**src/rtl/kv_store_pkg.sv**
```systemverilog
// rtl/kv_store_pkg.sv - shared opcode, status and FSM state types for the key/value store
package kv_store_pkg;

    typedef enum logic [1:0] {
        OP_GET   = 2'd0,
        OP_PUT   = 2'd1,
        OP_DEL   = 2'd2,
        OP_CLEAR = 2'd3
    } op_e;

    typedef enum logic [2:0] {
        ST_HIT      = 3'd0,
        ST_MISS     = 3'd1,
        ST_INSERTED = 3'd2,
        ST_UPDATED  = 3'd3,
        ST_EVICTED  = 3'd4,
        ST_DELETED  = 3'd5,
        ST_FULL     = 3'd6,
        ST_CLEARED  = 3'd7
    } status_e;

    typedef enum logic [1:0] {
        S_IDLE   = 2'd0,
        S_LOOKUP = 2'd1,
        S_RESP   = 2'd2
    } state_e;

endpackage

```
**src/rtl/kv_entry.sv**
```systemverilog
// rtl/kv_entry.sv - one key/value slot with its LRU rank and key comparator
module kv_entry #(
    parameter int KEY_WIDTH   = 16,
    parameter int VALUE_WIDTH = 64,
    parameter int AGE_W       = 4
) (
    input  logic                   clk,
    input  logic                   rst_n,
    input  logic [KEY_WIDTH-1:0]   lookup_key,
    input  logic                   wr_en,
    input  logic [KEY_WIDTH-1:0]   wr_key,
    input  logic [VALUE_WIDTH-1:0] wr_value,
    input  logic                   touch,
    input  logic                   inc,
    input  logic                   dec,
    input  logic                   inv,
    input  logic                   clr,
    output logic                   valid,
    output logic [VALUE_WIDTH-1:0] value,
    output logic [AGE_W-1:0]       age,
    output logic                   match
);

    logic [KEY_WIDTH-1:0] key_q;

    // Strobes are mutually exclusive by construction; the priority only documents intent.
    always_ff @(posedge clk or negedge rst_n) begin
        if (!rst_n) begin
            valid <= 1'b0;
            key_q <= '0;
            value <= '0;
            age   <= '0;
        end else if (clr || inv) begin
            valid <= 1'b0;
            age   <= '0;
        end else if (wr_en) begin
            valid <= 1'b1;
            key_q <= wr_key;
            value <= wr_value;
            age   <= '0;
        end else if (touch) begin
            age <= '0;
        end else if (inc) begin
            age <= age + AGE_W'(1);
        end else if (dec) begin
            age <= age - AGE_W'(1);
        end
    end

    assign match = valid && (key_q == lookup_key);

endmodule

```
**src/rtl/kv_store_block.sv**
```systemverilog
// rtl/kv_store_block.sv - fully-associative key/value store with LRU eviction and occupancy tracking
module kv_store_block
    import kv_store_pkg::*;
#(
    parameter int NUM_ENTRIES = 16,
    parameter int KEY_WIDTH   = 16,
    parameter int VALUE_WIDTH = 64,
    parameter int EVICT_EN    = 1,
    parameter int AGE_W       = $clog2(NUM_ENTRIES)
) (
    input  logic                               clk,
    input  logic                               rst_n,
    input  logic                               req_valid,
    output logic                               req_ready,
    input  logic [1:0]                         req_op,
    input  logic [KEY_WIDTH-1:0]               req_key,
    input  logic [VALUE_WIDTH-1:0]             req_value,
    output logic                               resp_valid,
    input  logic                               resp_ready,
    output logic [2:0]                         resp_status,
    output logic [VALUE_WIDTH-1:0]             resp_value,
    output logic [$clog2(NUM_ENTRIES+1)-1:0]   occupancy,
    output logic                               full
);

    localparam int OCC_W = $clog2(NUM_ENTRIES+1);
    localparam logic [AGE_W-1:0] MAX_AGE  = AGE_W'(NUM_ENTRIES-1);
    localparam logic [OCC_W-1:0] OCC_FULL = OCC_W'(NUM_ENTRIES);

    state_e                 state;
    op_e                    op_q;
    logic [KEY_WIDTH-1:0]   key_q;
    logic [VALUE_WIDTH-1:0] value_q;

    logic [NUM_ENTRIES-1:0] valid_vec, match_vec;
    logic [VALUE_WIDTH-1:0] value_arr [NUM_ENTRIES];
    logic [AGE_W-1:0]       age_arr   [NUM_ENTRIES];

    logic [NUM_ENTRIES-1:0] wr_vec, touch_vec, inc_vec, dec_vec, inv_vec;
    logic                   clr_all, lookup;
    logic                   hit;
    logic [AGE_W-1:0]       hit_idx, free_idx, victim_idx, hit_age;
    status_e                status_next;
    logic [VALUE_WIDTH-1:0] rv_next;
    logic [OCC_W-1:0]       occ_next;

    assign lookup = (state == S_LOOKUP);

    for (genvar g = 0; g < NUM_ENTRIES; g++) begin : g_entry
        kv_entry #(
            .KEY_WIDTH   (KEY_WIDTH),
            .VALUE_WIDTH (VALUE_WIDTH),
            .AGE_W       (AGE_W)
        ) u_entry (
            .clk        (clk),
            .rst_n      (rst_n),
            .lookup_key (key_q),
            .wr_en      (wr_vec[g] & lookup),
            .wr_key     (key_q),
            .wr_value   (value_q),
            .touch      (touch_vec[g] & lookup),
            .inc        (inc_vec[g] & lookup),
            .dec        (dec_vec[g] & lookup),
            .inv        (inv_vec[g] & lookup),
            .clr        (clr_all & lookup),
            .valid      (valid_vec[g]),
            .value      (value_arr[g]),
            .age        (age_arr[g]),
            .match      (match_vec[g])
        );
    end

    // Hit index, lowest free slot and LRU victim (the only valid entry holding the max rank).
    always_comb begin
        hit        = 1'b0;
        hit_idx    = '0;
        free_idx   = '0;
        victim_idx = '0;
        for (int i = 0; i < NUM_ENTRIES; i++) begin
            if (match_vec[i]) begin
                hit     = 1'b1;
                hit_idx = AGE_W'(i);
            end
            if (valid_vec[i] && age_arr[i] == MAX_AGE) victim_idx = AGE_W'(i);
        end
        for (int i = NUM_ENTRIES-1; i >= 0; i--) begin
            if (!valid_vec[i]) free_idx = AGE_W'(i);
        end
        hit_age = age_arr[hit_idx];
    end

    always_comb begin
        wr_vec      = '0;
        touch_vec   = '0;
        inc_vec     = '0;
        dec_vec     = '0;
        inv_vec     = '0;
        clr_all     = 1'b0;
        status_next = ST_MISS;
        rv_next     = '0;
        occ_next    = occupancy;
        case (op_q)
            OP_GET: begin
                if (hit) begin
                    status_next        = ST_HIT;
                    rv_next            = value_arr[hit_idx];
                    touch_vec[hit_idx] = 1'b1;
                    for (int i = 0; i < NUM_ENTRIES; i++)
                        inc_vec[i] = valid_vec[i] && (age_arr[i] < hit_age);
                end
            end
            OP_PUT: begin
                if (hit) begin
                    status_next     = ST_UPDATED;
                    wr_vec[hit_idx] = 1'b1;
                    for (int i = 0; i < NUM_ENTRIES; i++)
                        inc_vec[i] = valid_vec[i] && (age_arr[i] < hit_age);
                end else if (!full) begin
                    status_next      = ST_INSERTED;
                    wr_vec[free_idx] = 1'b1;
                    inc_vec          = valid_vec;
                    occ_next         = occupancy + OCC_W'(1);
                end else if (EVICT_EN != 0) begin
                    status_next        = ST_EVICTED;
                    rv_next            = value_arr[victim_idx];
                    wr_vec[victim_idx] = 1'b1;
                    for (int i = 0; i < NUM_ENTRIES; i++)
                        inc_vec[i] = valid_vec[i] && (age_arr[i] != MAX_AGE);
                end else begin
                    status_next = ST_FULL;
                end
            end
            OP_DEL: begin
                if (hit) begin
                    status_next      = ST_DELETED;
                    inv_vec[hit_idx] = 1'b1;
                    occ_next         = occupancy - OCC_W'(1);
                    for (int i = 0; i < NUM_ENTRIES; i++)
                        dec_vec[i] = valid_vec[i] && (age_arr[i] > hit_age);
                end
            end
            OP_CLEAR: begin
                status_next = ST_CLEARED;
                clr_all     = 1'b1;
                occ_next    = '0;
            end
            default: ;
        endcase
    end

    always_ff @(posedge clk or negedge rst_n) begin
        if (!rst_n) begin
            state       <= S_IDLE;
            op_q        <= OP_GET;
            key_q       <= '0;
            value_q     <= '0;
            req_ready   <= 1'b1;
            resp_valid  <= 1'b0;
            resp_status <= 3'd0;
            resp_value  <= '0;
            occupancy   <= '0;
            full        <= 1'b0;
        end else begin
            case (state)
                S_IDLE: begin
                    if (req_valid) begin
                        op_q      <= op_e'(req_op);
                        key_q     <= req_key;
                        value_q   <= req_value;
                        req_ready <= 1'b0;
                        state     <= S_LOOKUP;
                    end
                end
                S_LOOKUP: begin
                    resp_status <= status_next;
                    resp_value  <= rv_next;
                    occupancy   <= occ_next;
                    full        <= (occ_next == OCC_FULL);
                    resp_valid  <= 1'b1;
                    state       <= S_RESP;
                end
                S_RESP: begin
                    if (resp_ready) begin
                        resp_valid <= 1'b0;
                        req_ready  <= 1'b1;
                        state      <= S_IDLE;
                    end
                end
                default: state <= S_IDLE;
            endcase
        end
    end

endmodule

```
**config.mk**
```make
export PLATFORM = sky130hd
export DESIGN_NAME = kv_store_block
export DESIGN_NICKNAME = d
export VERILOG_FILES = /design/src/rtl/kv_store_pkg.sv /design/src/rtl/kv_entry.sv /design/src/rtl/kv_store_block.sv
export SDC_FILE = /design/constraint.sdc
export NUM_CORES = 2
export LEC_CHECK = 0
export ABC_CLOCK_PERIOD_IN_PS = 18900
export BUFFER_PORTS_ARGS = -buffer_cell sky130_fd_sc_hd__clkbuf_2
export CAP_MARGIN = 10
export CORE_MARGIN = 2
export CORE_UTILIZATION = 66
export CTS_CLUSTER_DIAMETER = 40
export DETAILED_ROUTE_END_ITERATION = 16
export PLACE_DENSITY_LB_ADDON = 0.3
export SLEW_MARGIN = 20
export SYNTH_ARGS = -nofsm -noshare
export SYNTH_HDL_FRONTEND = slang
export SYNTH_SLANG_ARGS = --single-unit
```
**constraint.sdc**
```tcl
create_clock -name clk -period 18.9 [get_ports clk]
set_input_delay 3.78 -clock clk [delete_from_list [all_inputs] [get_ports clk]]
set_output_delay 3.78 -clock clk [all_outputs]
set_load 0.005 [all_outputs]
```
==> impl_results.md <==
* Most repeated cell in the gate-level netlist after synthesis: sky130_fd_sc_hd__dfrtp_1
* Pleak at 0.0424 µW
* Worst slack at placement at 10.87 ns
* Core Region at 0.122 mm²
* Critical hold path startpoint: resp_status[1]
* Post-synth top area share at 46.6%
* CP Data Arrival Time at 9.07 ns
* Fill cell instance count of the final layout at 8139
* Worst clock skew at 0.0651 ns
* Max Fanout on Critical Path at 36
* Resized cells post-CTS at 0
* Routed vias at 68400
* Number of iterations in the first detailed-routing pass at 10
* Run status: finished clean
* Number of buffers created by CTS at ~190
* Number of synthesized register bits at ~1500
* Global-route wire length before repair at 430000 µm
* Count of port buffers added during placement at 160
* Setup crit end kind: flip-flop
* Count of endpoints failing setup in the final report at 0
* Multi-input combinational cell area at 0.0411 mm²
* Fraction of the yosys area taken by sequential cells at 46.6%
* Number of endpoints with negative hold slack in the final report at 0
* Clk Tree Root Cell: sky130_fd_sc_hd__clkbuf_16
* P per Cell Area at 113 mW/mm²
* Cell area after synthesis at 0.0816 mm²
* Start-to-end type of the worst setup path: flip-flop to flip-flop
* CTS tree: done
* Largest delay share family, worst path: compound AO/OA/AOI/OAI gates
* Global Route Usage Sum at between 40 and 50%
* Final wirelength at a little under 300000 µm
* Final Cycle Share at 44.4%
* Number of antenna violations at the first check in global routing at 8
* Worst rel slew slack at ~8.3%
* Cell with the biggest individual delay on the critical path: sky130_fd_sc_hd__o21ai_4
* Final min period at about 8.4 ns
* DR WL/cell at 31.4 µm
* Iteration-0 DRC Markers at 9861
* Share of final-layout standard cells stronger than drive strength 1 at approximately 27%
* Die width at 356 µm
* Average via count per standard cell at around 7.4
* H-tree levels at 4
* Critical R2R Launch: key_q[10]
* Post-synth top cells: sky130_fd_sc_hd__dfrtp_1, sky130_fd_sc_hd__mux2_2, sky130_fd_sc_hd__nand2_1
* Vias in the first global route at 68700
* Number of enable flip-flop cells after synthesis at 0
* Pin count of the biggest net entering global routing at 187
* DIE HEIGHT at 356 µm
* Post-synth ARST share at 100%
* Cell types occupying the most area after synthesis: sky130_fd_sc_hd__dfrtp_1, sky130_fd_sc_hd__mux2_2, sky130_fd_sc_hd__nand2_1
* Total number of yosys warnings at 0
* Clock slew at the register clock pins of the worst setup and hold paths at 0.06 ns
* RePlAce Congestion at 0.976
* Leftover overflow at the end of global routing at 0
* Peak Freq at roughly 120 MHz
* Critical path buffers and inverters at 3
* Flip-flop cell with the highest count after synthesis: sky130_fd_sc_hd__dfrtp_1
* Pins Over Slew Limit at 0
* Area added between synthesis and finish at 10.9%
* Detailed Place HPWL at 159000 µm
* Area leader, netlist: sky130_fd_sc_hd__dfrtp_1
* Data required time of the worst path at 19.59 ns
* VDD IR max at 0.144 mV
* Number of placement rows at 128
* # Post-CTS Setup Buffers at 0
* Total number of clock tree sinks at 1519
* Maximum root-to-sink buffer count at 3
* Cells after synthesis at ~7500
* Remaining antenna violation count after routing at 0
* Area of the die at 0.126 mm²
* Worst slew pin tran at 1.38 ns
* Clock latency reported for the late side of the worst-skew pair at 0.86 ns
* Hold bufs inserted after CTS at 0
* Worst Slack Setup Final at 10.51 ns
* Register area at 0.0380 mm²
* Setup repair after global routing missed its margin: false
* Setup TNS at 0 ns
* Average size of a mapped cell at 10.9 µm²
* Total number of nets in the final design at 7587
* Path type of the worst min-delay path: flip-flop to flip-flop
* Startpoint types: flip-flop
* Crit path launch: key_q[10]
* Stage delay of the slowest cell on the critical path at 0.85 ns
* Effective utilization at floorplan at 66.7%
* Cell variety after synth at 91
* Number of max-capacitance violations reported at 0
* Net count after synthesis at about 7700
* DRC violation count after routing at 0
* Count of boundary I/O pins at 161
-- worst register-to-register path, stage by stage, from the launching register on --
cell and delay [ns]:
sky130_fd_sc_hd__dfrtp_1 0.81, sky130_fd_sc_hd__buf_4 0.39, sky130_fd_sc_hd__xor2_1 0.14, sky130_fd_sc_hd__or4b_2 0.70, sky130_fd_sc_hd__nor4_2 0.72, sky130_fd_sc_hd__o311a_1 0.35
sky130_fd_sc_hd__o2bb2ai_4 0.18, sky130_fd_sc_hd__o21ai_4 0.86, sky130_fd_sc_hd__mux2_2 0.44, sky130_fd_sc_hd__nor2_1 0.09, sky130_fd_sc_hd__a21oi_1 0.07, sky130_fd_sc_hd__a221oi_2 0.75
sky130_fd_sc_hd__buf_4 0.32, sky130_fd_sc_hd__ha_1 0.28, sky130_fd_sc_hd__o21a_1 0.11, sky130_fd_sc_hd__o21ai_0 0.15, sky130_fd_sc_hd__nand2b_1 0.09, sky130_fd_sc_hd__mux2_2 0.29
sky130_fd_sc_hd__nor2_1 0.23, sky130_fd_sc_hd__inv_1 0.12, sky130_fd_sc_hd__ha_1 0.28, sky130_fd_sc_hd__a21o_1 0.18, sky130_fd_sc_hd__a21oi_1 0.23, sky130_fd_sc_hd__nor3_1 0.10
sky130_fd_sc_hd__a21oi_1 0.17, sky130_fd_sc_hd__xor2_1 0.16, sky130_fd_sc_hd__nor2_1 0.05
-- registers in the layout, indices dropped and copies added (netlist names) --
name and cells:
full 1, g_entry.u_entry.value 1024, occupancy 5, value_q 64, g_entry.u_entry.valid 16, resp_valid 1, resp_value 64, g_entry.u_entry.age 64
g_entry.u_entry.key_q 256, resp_status 3, req_ready 1, state 2, key_q 16, op_q 2
-- stage by stage --
stage          util [%]  hold slack (ns)  power [µW]  cells  area, µm²
6_report           74.0            0.489       10200   9187      90400
5_1_grt            74.0            0.514       10600   9174      90400
4_1_cts            73.9            0.489       10200   9170      90300
3_5_place_dp       68.3            0.472        6280   8815      83500
3_3_place_gp       68.3            0.460        6190   8815      83500
2_1_floorplan         -            0.463        5560   7496      81600
-- cells by family (layout without fill, tap and decap cells) --
| family | count (synthesis) | in the layout | synth area share [%] |
|---|---|---|---|
| flops | 1519 | 1519 | 46.6 |
| simple gates | 2003 | 2003 | 11.3 |
| other cells | 0 | 13 | 0 |
| mux | 1593 | 1593 | 21.7 |
| compound gates | 1263 | 1263 | 11.5 |
| xor+xnor | 308 | 308 | 3.31 |
| fa+ha+maj | 114 | 114 | 1.90 |
| buf+inv | 696 | 749 | 3.68 |
-- cell type report --
class / count / area share, %
Tap cell: 1625 / 2.25
Multi-Input combinational cell: 5281 / 45.4
Sequential cell: 1519 / 42.0
Inverter: 76 / 0.316
Clock inverter: 108 / 1.63
Clock buffer: 247 / 5.90
Antenna cell: 13 / 0.0360
Timing Repair Buffer: 318 / 2.38
-- cell usage in the layout (no fill, tap or decap), types with 70 or more instances in the layout --
master                      instances
sky130_fd_sc_hd__a21oi_1          152
sky130_fd_sc_hd__a22oi_1           70
sky130_fd_sc_hd__buf_4            147
sky130_fd_sc_hd__clkbuf_16        194
sky130_fd_sc_hd__clkbuf_2         159
sky130_fd_sc_hd__dfrtp_1         1518
sky130_fd_sc_hd__ha_1              98
sky130_fd_sc_hd__inv_1             75
sky130_fd_sc_hd__mux2_1           108
sky130_fd_sc_hd__mux2_2          1291
sky130_fd_sc_hd__mux2i_1          194
sky130_fd_sc_hd__nand2_1          872
sky130_fd_sc_hd__nand3_1          323
sky130_fd_sc_hd__nand4_1          107
sky130_fd_sc_hd__nor2_1           347
sky130_fd_sc_hd__o211ai_1          71
sky130_fd_sc_hd__o21ai_0           90
sky130_fd_sc_hd__o221ai_1         163
sky130_fd_sc_hd__o22ai_1          188
sky130_fd_sc_hd__xnor2_1          240
-- worst paths after layout --
kind	depth (start not counted)	slack, ns	end
setup / recovery	26	10.51	g_entry[8].u_entry.age[3]
hold / removal	2	0.49	resp_status[1]
setup reg to reg	26	10.51	g_entry[8].u_entry.age[3]
hold reg to reg	2	0.49	resp_status[1]
max in group asynchronous	5	12.61	g_entry[14].u_entry.value[38]
min in group asynchronous	1	3.00	g_entry[4].u_entry.age[1]
-- where the power goes --
part	internal (µW)	switching [µW]	leakage, µW
clock network	2380	1520	0.00330
logic	909	1190	0.0183
registers	3600	642	0.0208
total	6890	3350	0.0424
-- metal layers --
layer,vias to the layer above,wire (µm),global-route usage [%]
met5,-,180,0.868
met4,6,22700,29.9
met3,1743,45000,17.7
met2,5801,119000,63.7
met1,33400,102000,57.9
li1,27400,-,-
Power figures use the tool's default switching activity.
